File: config.mk
export PLATFORM = sky130hd
export DESIGN_NAME = cordic_txn_driver
export DESIGN_NICKNAME = d
export VERILOG_FILES = /design/src/rtl/cordic_txn_pkg.sv /design/src/rtl/txn_latency_stats.sv /design/src/rtl/cordic_txn_driver.sv
export SDC_FILE = /design/constraint.sdc
export NUM_CORES = 1
export LEC_CHECK = 0
export BUFFER_PORTS_ARGS = -buffer_cell sky130_fd_sc_hd__clkbuf_2
export CORE_ASPECT_RATIO = 2
export CORE_MARGIN = 8
export CORE_UTILIZATION = 46
export DETAILED_ROUTE_END_ITERATION = 7
export MAX_ROUTING_LAYER = met4
export PLACE_DENSITY = 0.74
export SYNTH_ARGS = -nofsm -noshare
export SYNTH_HDL_FRONTEND = slang
export SYNTH_SLANG_ARGS = --single-unit
File: constraint.sdc
create_clock -name clock -period 2.1 [get_ports clock]
set_clock_uncertainty 0.05 [all_clocks]
set_input_delay 0.21 -clock clock [delete_from_list [all_inputs] [get_ports clock]]
set_output_delay 0.21 -clock clock [all_outputs]
set_load 0.05 [all_outputs]
File: src/rtl/cordic_txn_pkg.sv
// Shared types and constants for the cordic ap_ctrl_hs transaction driver.
package cordic_txn_pkg;

    localparam int unsigned CNT_W_DEFAULT = 32;

    typedef enum logic [1:0] {
        IDLE,
        ISSUE,
        WAIT,
        DONE
    } txn_state_e;

    // All-ones saturation value for a counter of width w (w <= 64).
    function automatic logic [63:0] LAT_SAT(input int unsigned w);
        return (w >= 64) ? '1 : ((64'd1 << w) - 64'd1);
    endfunction

endpackage

File: src/rtl/txn_latency_stats.sv
// Run statistics (min/max latency, total run cycles); exists only when
// CORDIC_TXN_DRV_STATS_EN is defined.
`ifdef CORDIC_TXN_DRV_STATS_EN
module txn_latency_stats
    import cordic_txn_pkg::*;
#(
    parameter int unsigned CNT_W = CNT_W_DEFAULT
) (
    input  logic             clock,
    input  logic             reset,
    input  logic             clear,
    input  logic             active,
    input  logic             sample,
    input  logic [CNT_W-1:0] latency,
    output logic [CNT_W-1:0] min_latency,
    output logic [CNT_W-1:0] max_latency,
    output logic [CNT_W-1:0] total_cycles
);

    localparam logic [CNT_W-1:0] SAT = CNT_W'(LAT_SAT(CNT_W));

    always_ff @(posedge clock or posedge reset) begin
        if (reset) begin
            min_latency  <= SAT;
            max_latency  <= '0;
            total_cycles <= '0;
        end else if (clear) begin
            min_latency  <= SAT;
            max_latency  <= '0;
            total_cycles <= '0;
        end else begin
            if (sample) begin
                if (latency < min_latency) min_latency <= latency;
                if (latency > max_latency) max_latency <= latency;
            end
            if (active && total_cycles != SAT)
                total_cycles <= total_cycles + 1'b1;
        end
    end

endmodule
`endif

File: src/rtl/cordic_txn_driver.sv
// ap_ctrl_hs transaction sequencer for the cordic DUT with latency tracking.
// Optional min/max/total statistics: define CORDIC_TXN_DRV_STATS_EN.
module cordic_txn_driver
    import cordic_txn_pkg::*;
#(
    parameter int unsigned NUM_TXN = 16,
    parameter int unsigned CNT_W   = CNT_W_DEFAULT,
    parameter int unsigned IDX_W   = 8
) (
    input  logic             clock,
    input  logic             reset,
    input  logic             start_run,
    output logic             dut_ap_start,
    input  logic             dut_ap_ready,
    input  logic             dut_ap_done,
    output logic             busy,
    output logic             finish,
    output logic [IDX_W-1:0] txn_idx,
    output logic [CNT_W-1:0] last_latency,
    output logic [CNT_W-1:0] min_latency,
    output logic [CNT_W-1:0] max_latency,
    output logic [CNT_W-1:0] total_cycles
);

    localparam logic [CNT_W-1:0] SAT      = CNT_W'(LAT_SAT(CNT_W));
    localparam logic [IDX_W-1:0] LAST_IDX = IDX_W'(NUM_TXN - 1);

    txn_state_e       state;
    logic [CNT_W-1:0] lat_cnt;
    logic             complete;

    // In ISSUE, dut_ap_start low marks the one-cycle gap after a completion.
    assign complete = dut_ap_done &&
                      ((state == ISSUE && dut_ap_start) || state == WAIT);

    always_ff @(posedge clock or posedge reset) begin
        if (reset) begin
            state        <= IDLE;
            dut_ap_start <= 1'b0;
            busy         <= 1'b0;
            finish       <= 1'b0;
            txn_idx      <= '0;
            last_latency <= '0;
            lat_cnt      <= '0;
        end else begin
            case (state)
                IDLE, DONE: begin
                    if (start_run) begin
                        state        <= ISSUE;
                        dut_ap_start <= 1'b1;
                        busy         <= 1'b1;
                        finish       <= 1'b0;
                        txn_idx      <= '0;
                        lat_cnt      <= CNT_W'(1);
                    end
                end
                ISSUE: begin
                    if (!dut_ap_start) begin
                        dut_ap_start <= 1'b1;
                    end else if (!dut_ap_done) begin
                        if (lat_cnt != SAT) lat_cnt <= lat_cnt + 1'b1;
                        if (dut_ap_ready) begin
                            state        <= WAIT;
                            dut_ap_start <= 1'b0;
                        end
                    end
                end
                WAIT: begin
                    if (!dut_ap_done && lat_cnt != SAT) lat_cnt <= lat_cnt + 1'b1;
                end
                default: state <= IDLE;
            endcase

            if (complete) begin
                last_latency <= lat_cnt;
                txn_idx      <= txn_idx + 1'b1;
                dut_ap_start <= 1'b0;
                lat_cnt      <= CNT_W'(1);
                if (txn_idx == LAST_IDX) begin
                    state  <= DONE;
                    busy   <= 1'b0;
                    finish <= 1'b1;
                end else begin
                    state <= ISSUE;
                end
            end
        end
    end

`ifdef CORDIC_TXN_DRV_STATS_EN
    logic launch;
    logic active;

    assign launch = start_run && (state == IDLE || state == DONE);
    assign active = (state == ISSUE) || (state == WAIT);

    txn_latency_stats #(
        .CNT_W(CNT_W)
    ) u_stats (
        .clock        (clock),
        .reset        (reset),
        .clear        (launch),
        .active       (active),
        .sample       (complete),
        .latency      (lat_cnt),
        .min_latency  (min_latency),
        .max_latency  (max_latency),
        .total_cycles (total_cycles)
    );
`else
    assign min_latency  = '0;
    assign max_latency  = '0;
    assign total_cycles = '0;
`endif

endmodule
After elaboration in Yosys (flattened, before gate mapping)
Cells that the tools add are included.
{"block": "totals", "out_inout_bits": 139, "in_bits": 5, "word_cells": 65, "reg_bits": 77}
{"block": "op_classes", "n_addsub": 2, "eq_ne": 11, "reduce_logical": 14, "n_mux": 31}
{"cell": "$mux W32", "count": 6}
{"cell": "$pmux W32 S3", "count": 1}
{"cell": "$add A32 B1 Y32 const B", "count": 1}
{"cell": "$ne A32 B32 Y1 const B", "count": 1}
{"cell": "$mux W8", "count": 3}
{"cell": "$mux W1", "count": 13}
{"cell": "$mux W2", "count": 6}
{"cell": "$ne A3 B3 Y1 const B", "count": 4}
{"cell": "$reduce_and A5 Y1", "count": 2}
{"cell": "$add A8 B1 Y8 const B", "count": 1}
{"cell": "$eq A8 B4 Y1 const B", "count": 1}
{"cell": "$ne A3 B2 Y1 const B", "count": 2}
{"cell": "$eq A2 B2 Y1 const B", "count": 2}
{"cell": "$pmux W2 S2", "count": 1}
{"cell": "$reduce_and A2 Y1", "count": 2}
{"cell": "$reduce_bool A2 Y1", "count": 2}
{"cell": "$logic_and A1 B1 Y1", "count": 3}
{"cell": "$reduce_bool A3 Y1", "count": 1}
{"cell": "$eq A2 B1 Y1 const B", "count": 1}
{"cell": "$logic_not A2 Y1", "count": 1}
{"cell": "$pmux W1 S2", "count": 1}
{"cell": "$reduce_or A2 Y1", "count": 1}
{"cell": "$logic_not A1 Y1", "count": 1}
{"cell": "$logic_or A1 B1 Y1", "count": 1}

Longest topological paths before layout
{"block": "depth", "ltp_word": 6, "mapped_depth": 10, "mapped_depth_nobuf": 7}

Least setup slack after synthesis
Ideal clock, no wire load.
{"block": "synth_path", "path_kind": "register -> register", "start": "register lat_cnt[0]", "end": "register lat_cnt[10]", "synth_period_minus_slack_ns": 2.296, "required_ns": 1.922, "setup_time_ns": 0.128, "path_stages_with_launch": 8, "arrival_ns": 2.118, "path_slack_ns": -0.196, "n_path_buf": 1, "cell_sequence": "dfrtp_1 > ha_1 > nand4_1 > or4_4 > o41ai_4 > nand2b_1 > buf_4 > o31ai_1"}
{"block": "synth_via", "elab_chain_len": 6}
{"item": "start: declaration", "line": "cordic_txn_driver.sv:29", "rtl": "logic [CNT_W-1:0] lat_cnt;"}
{"item": "start signal: assignment", "line": "cordic_txn_driver.sv:61", "rtl": "if (lat_cnt != SAT) lat_cnt <= lat_cnt + 1'b1;"}
{"item": "start signal: assignment", "line": "cordic_txn_driver.sv:69", "rtl": "if (!dut_ap_done && lat_cnt != SAT) lat_cnt <= lat_cnt + 1'b1;"}
{"item": "$add A32 B1 Y32", "line": "cordic_txn_driver.sv:61, cordic_txn_driver.sv:69"}
{"item": "$mux W32", "line": "cordic_txn_driver.sv:61"}
{"item": "$mux W32", "line": "cordic_txn_driver.sv:60", "rtl": "end else if (!dut_ap_done) begin"}
{"item": "$mux W32", "line": "cordic_txn_driver.sv:58", "rtl": "if (!dut_ap_start) begin"}
{"item": "$pmux W32 S3", "line": "cordic_txn_driver.sv:46", "rtl": "case (state)"}
{"item": "$mux W32", "line": "cordic_txn_driver.sv:74", "rtl": "if (complete) begin"}
Several ways; a longest one is shown, not always the timed one. The select of a mux whose other input is x is not followed.
A chain may end at the register's enable or synchronous reset.

Worst setup path after layout
{"block": "layout_path", "start": "register lat_cnt[1]", "end": "register lat_cnt[31]"}
The elaborated chain is that of the path after synthesis.

==> impl_results.md <==
- Vias per inst: 5.33
- Die Y: 155 um
- Worst setup margin: -0.132 ns
- Rows: 50
- DRC viols: 0
- Tmin final: 2.23 ns
- Clk root buf: clkbuf_16
- Synth top area share: 43.7%
- Die area: 13200 um^2
- Antenna cell count: 0
- Largest net degree at the start of global routing: 42
- Pins Over Slew Limit: 0
- R2R setup slack: -0.13 ns
- Ports: 144
- Vias in the first global route: 3931
- Mapped Cells: 511
- Synth area leader: dfrtp_1
- Final hold viol count: 0
- Clock transition at the registers of the reported paths: 0.06 ns
- Post-DP HPWL: 8290 um
- Fin Hold WS: 0.216 ns
- Clk_lat worst skew: 0.34 ns
- Crit-path max cell delay: 0.50 ns
- CTS buffer count: 9
- Initial antenna violation count: 0
- Post-synthesis mux area share: 0.227%
- GRT Util Overall: 17.9%
- Pwr/cell area: 1250 nW/um^2
- Crit-path cells: ha_2, nand4_1, or4_4, o41ai_4, buf_4, buf_6, or3_4, o311ai_1
- Num Clock Sinks: 77
- Port bufs: 47
- Ys Warns: 0
- Area share of fa/ha/maj cells after synthesis: 1.13%
- Pre-CTS WS: -0.143 ns
- Bufs and invs on worst path: 2
- Required time of the worst setup path: 2.26 ns
- CP Depth: 8
- Seq/Total Area, Yosys: 43.7%
- Routed wire length: 12600 um
- Crit Path Category: reg2reg
- Fmax: 448 MHz
- Post-layout nets: 636
- Synthesis-to-finish area growth: 26.6%
- Status: complete, but fails checks
- Worst reg2reg path endpoint: lat_cnt[31]$_DFFE_PP0P_
- Hold Crit Class: in2reg
- Layout cell share with drive strength beyond 1: 29.3%
- Vias after detailed routing: 3921
- Grt total ovfl: 0
- Largest family of logic cells by synthesized area: simple AND/OR/NAND/NOR gates
- Setup TNS: -2.41 ns
- Compound-Gate Fraction of Synth Area: 14.8%
- Initial Util: 47.4%
- Initial DRC count: 237
- Synth cell types: 42
- Critical Path Start: lat_cnt[1]$_DFFE_PP0P_
- CTS tree: done
- Worst Setup EP: lat_cnt[31]$_DFFE_PP0P_
- Leakage: 2.85 nW
- CP arrival: 2.39 ns
- First-pass GRT wire length: 18500 um
- R2R depth: 8
- Die width: 85.3 um
- CP top delay family: simple AND/OR/NAND/NOR gates
- # Max-Cap Violations: 0
- Synth Area in XOR/XNOR: 0.397%
- Syn_area_per_cell: 8.64 um^2
- CP max FO: 6
- Top post-synthesis cells by area: dfrtp_1, buf_4, nand2_1
- Critical Path Start Type: flip-flop
- #FFs+latches synth: 77
- RSZ-0062 raised after global routing: true
- Critical Path Sink Type: flip-flop
- ANT nets after route: 0
- Synthesized cell area: 4410 um^2
- VDD IR max: 794 uV
- DR pass1 iterations: 4
- CTS Buffer Depth: 2
- Failing checks: negative setup slack
- Simple-Gate Fraction of Synth Area: 20.0%
- Tcrit/Tclk final: 106%
- Final GP Congestion: 0.892
- Count of final setup violators: 32
- Core footprint: 9320 um^2
- H-tree Lvls: 3
- FF-to-FF Start: lat_cnt[1]$_DFFE_PP0P_
- Slowest library cell on the worst path: or4_4
- Fill cells: 775
- Drt wl/cell: 17.1 um
==> stage by stage <==
stage          power, mW  area, um^2  std cells  utilization [%]
6_report            6.99        5590        735             60.0
5_1_grt             7.29        5590        735             60.0
4_1_cts             6.09        5230        726             56.1
3_5_place_dp        4.33        4760        692             51.1
3_3_place_gp        4.24        4760        692             51.1
2_1_floorplan       3.77        4800        606                -
==> Yosys cell counts (all sizes together) <==
cell type / n
nand2b: 5
ha: 4
or3: 7
dfrtp: 77
o41ai: 5
nor4: 1
and3: 5
nand4: 10
inv: 10
o311ai: 2
nor2b: 1
nor2: 19
o21ai: 48
and2: 5
a41oi: 3
buf: 107
conb: 1
clkbuf: 11
a22o: 1
a21oi: 17
a31oi: 8
nand2: 108
a22oi: 1
o221ai: 2
nor3: 2
nand3: 20
o221a: 1
and4: 3
or4: 7
mux2i: 1
o31ai: 12
a21o: 3
xor2: 2
o211ai: 2
==> worst reg2reg max path: cells and delay by family, from the launching register on <==
| kind | cells | cell delay (ns) |
|---|---|---|
| buffers and inverters | 2 | 0.32 |
| flip-flops | 1 | 0.38 |
| AO/OA/AOI/OAI | 2 | 0.36 |
| adder cells (fa/ha/maj) | 1 | 0.20 |
| AND/OR/NAND/NOR | 3 | 0.79 |
==> metal layers <==
layer	share of wire, %	vias to the layer above	routed length (um)	track usage, %
li1	-	1789	-	-
met2	53	188	6640	31.8
met3	6.6	34	831	4.30
met1	37	1910	4660	17.9
met5	0	-	0	-
met4	3.7	0	471	8.50
==> placed cells by master, fill, tap and decap left out, types with 8 or more instances in the layout <==
| master | Yosys | final |
|---|---|---|
| nand2_1 | 108 | 108 |
| conb_1 | 1 | 96 |
| dfrtp_1 | 77 | 77 |
| buf_4 | 98 | 59 |
| clkbuf_2 | 0 | 47 |
| o21ai_0 | 37 | 24 |
| nand3_1 | 20 | 19 |
| o21ai_1 | 11 | 18 |
| nor2_1 | 18 | 17 |
| a21oi_1 | 17 | 15 |
| buf_6 | 2 | 13 |
| clkbuf_16 | 0 | 11 |
| nand4_1 | 10 | 10 |
| inv_1 | 10 | 8 |
==> repair_timing <==
item / in CTS / in global routing
hold buffers: 1 / 0
resized for setup: 10 / 70
buffers inserted: 16 / 6
cloned: 2 / 3
hold endpoints to repair: 19 / 0
endpoints found under the setup margin: 28 / 37
pin swaps: 7 / 17
==> state kept, by name (all words and copies together) (netlist names) <==
| signal | count |
|---|---|
| dut_ap_start | 1 |
| finish | 1 |
| lat_cnt | 32 |
| busy | 1 |
| txn_idx | 8 |
| state | 2 |
| last_latency | 32 |
==> power by group <==
| part | total [mW] | internal, mW | switching, mW |
|---|---|---|---|
| clock network | 1.41 | 0.821 | 0.591 |
| registers | 1.71 | 1.60 | 0.113 |
| logic | 3.86 | 1.50 | 2.36 |
| total | 6.99 | 3.92 | 3.07 |
==> worst min-delay path by stage <==
stage,startpoint,cells past startpoint,end,slack [ns]
finish,start_run,3,dut_ap_start$_DFFE_PP0P_,0.22
detailed placement,reset,2,last_latency[31]$_DFFE_PP0P_,0.19
CTS,start_run,3,dut_ap_start$_DFFE_PP0P_,0.20
global route,start_run,3,busy$_DFF_PP0_,0.23
floorplan,start_run,2,busy$_DFF_PP0_,0.36
global placement,reset,2,last_latency[25]$_DFFE_PP0P_,0.18
==> logic make-up after synthesis <==
logic type / Yosys count
compound gates: 105
simple gates: 193
fa+ha+maj: 4
flops: 77
xor+xnor: 2
mux: 1
other cells: 1
buf+inv: 128
==> cell type report <==
type                    instances  area, um^2  share of cell area [%]
clock inverters                 4        25.0                   0.448
flip-flops and latches         77        1930                    34.5
multi-input cells             402        2250                    40.2
repair buffers                127         975                    17.4
well taps                     104         130                    2.33
clock buffers                  11         243                    4.34
inverters                      10        41.3                   0.739
Note: power is estimated with default switching activity, not from simulation.
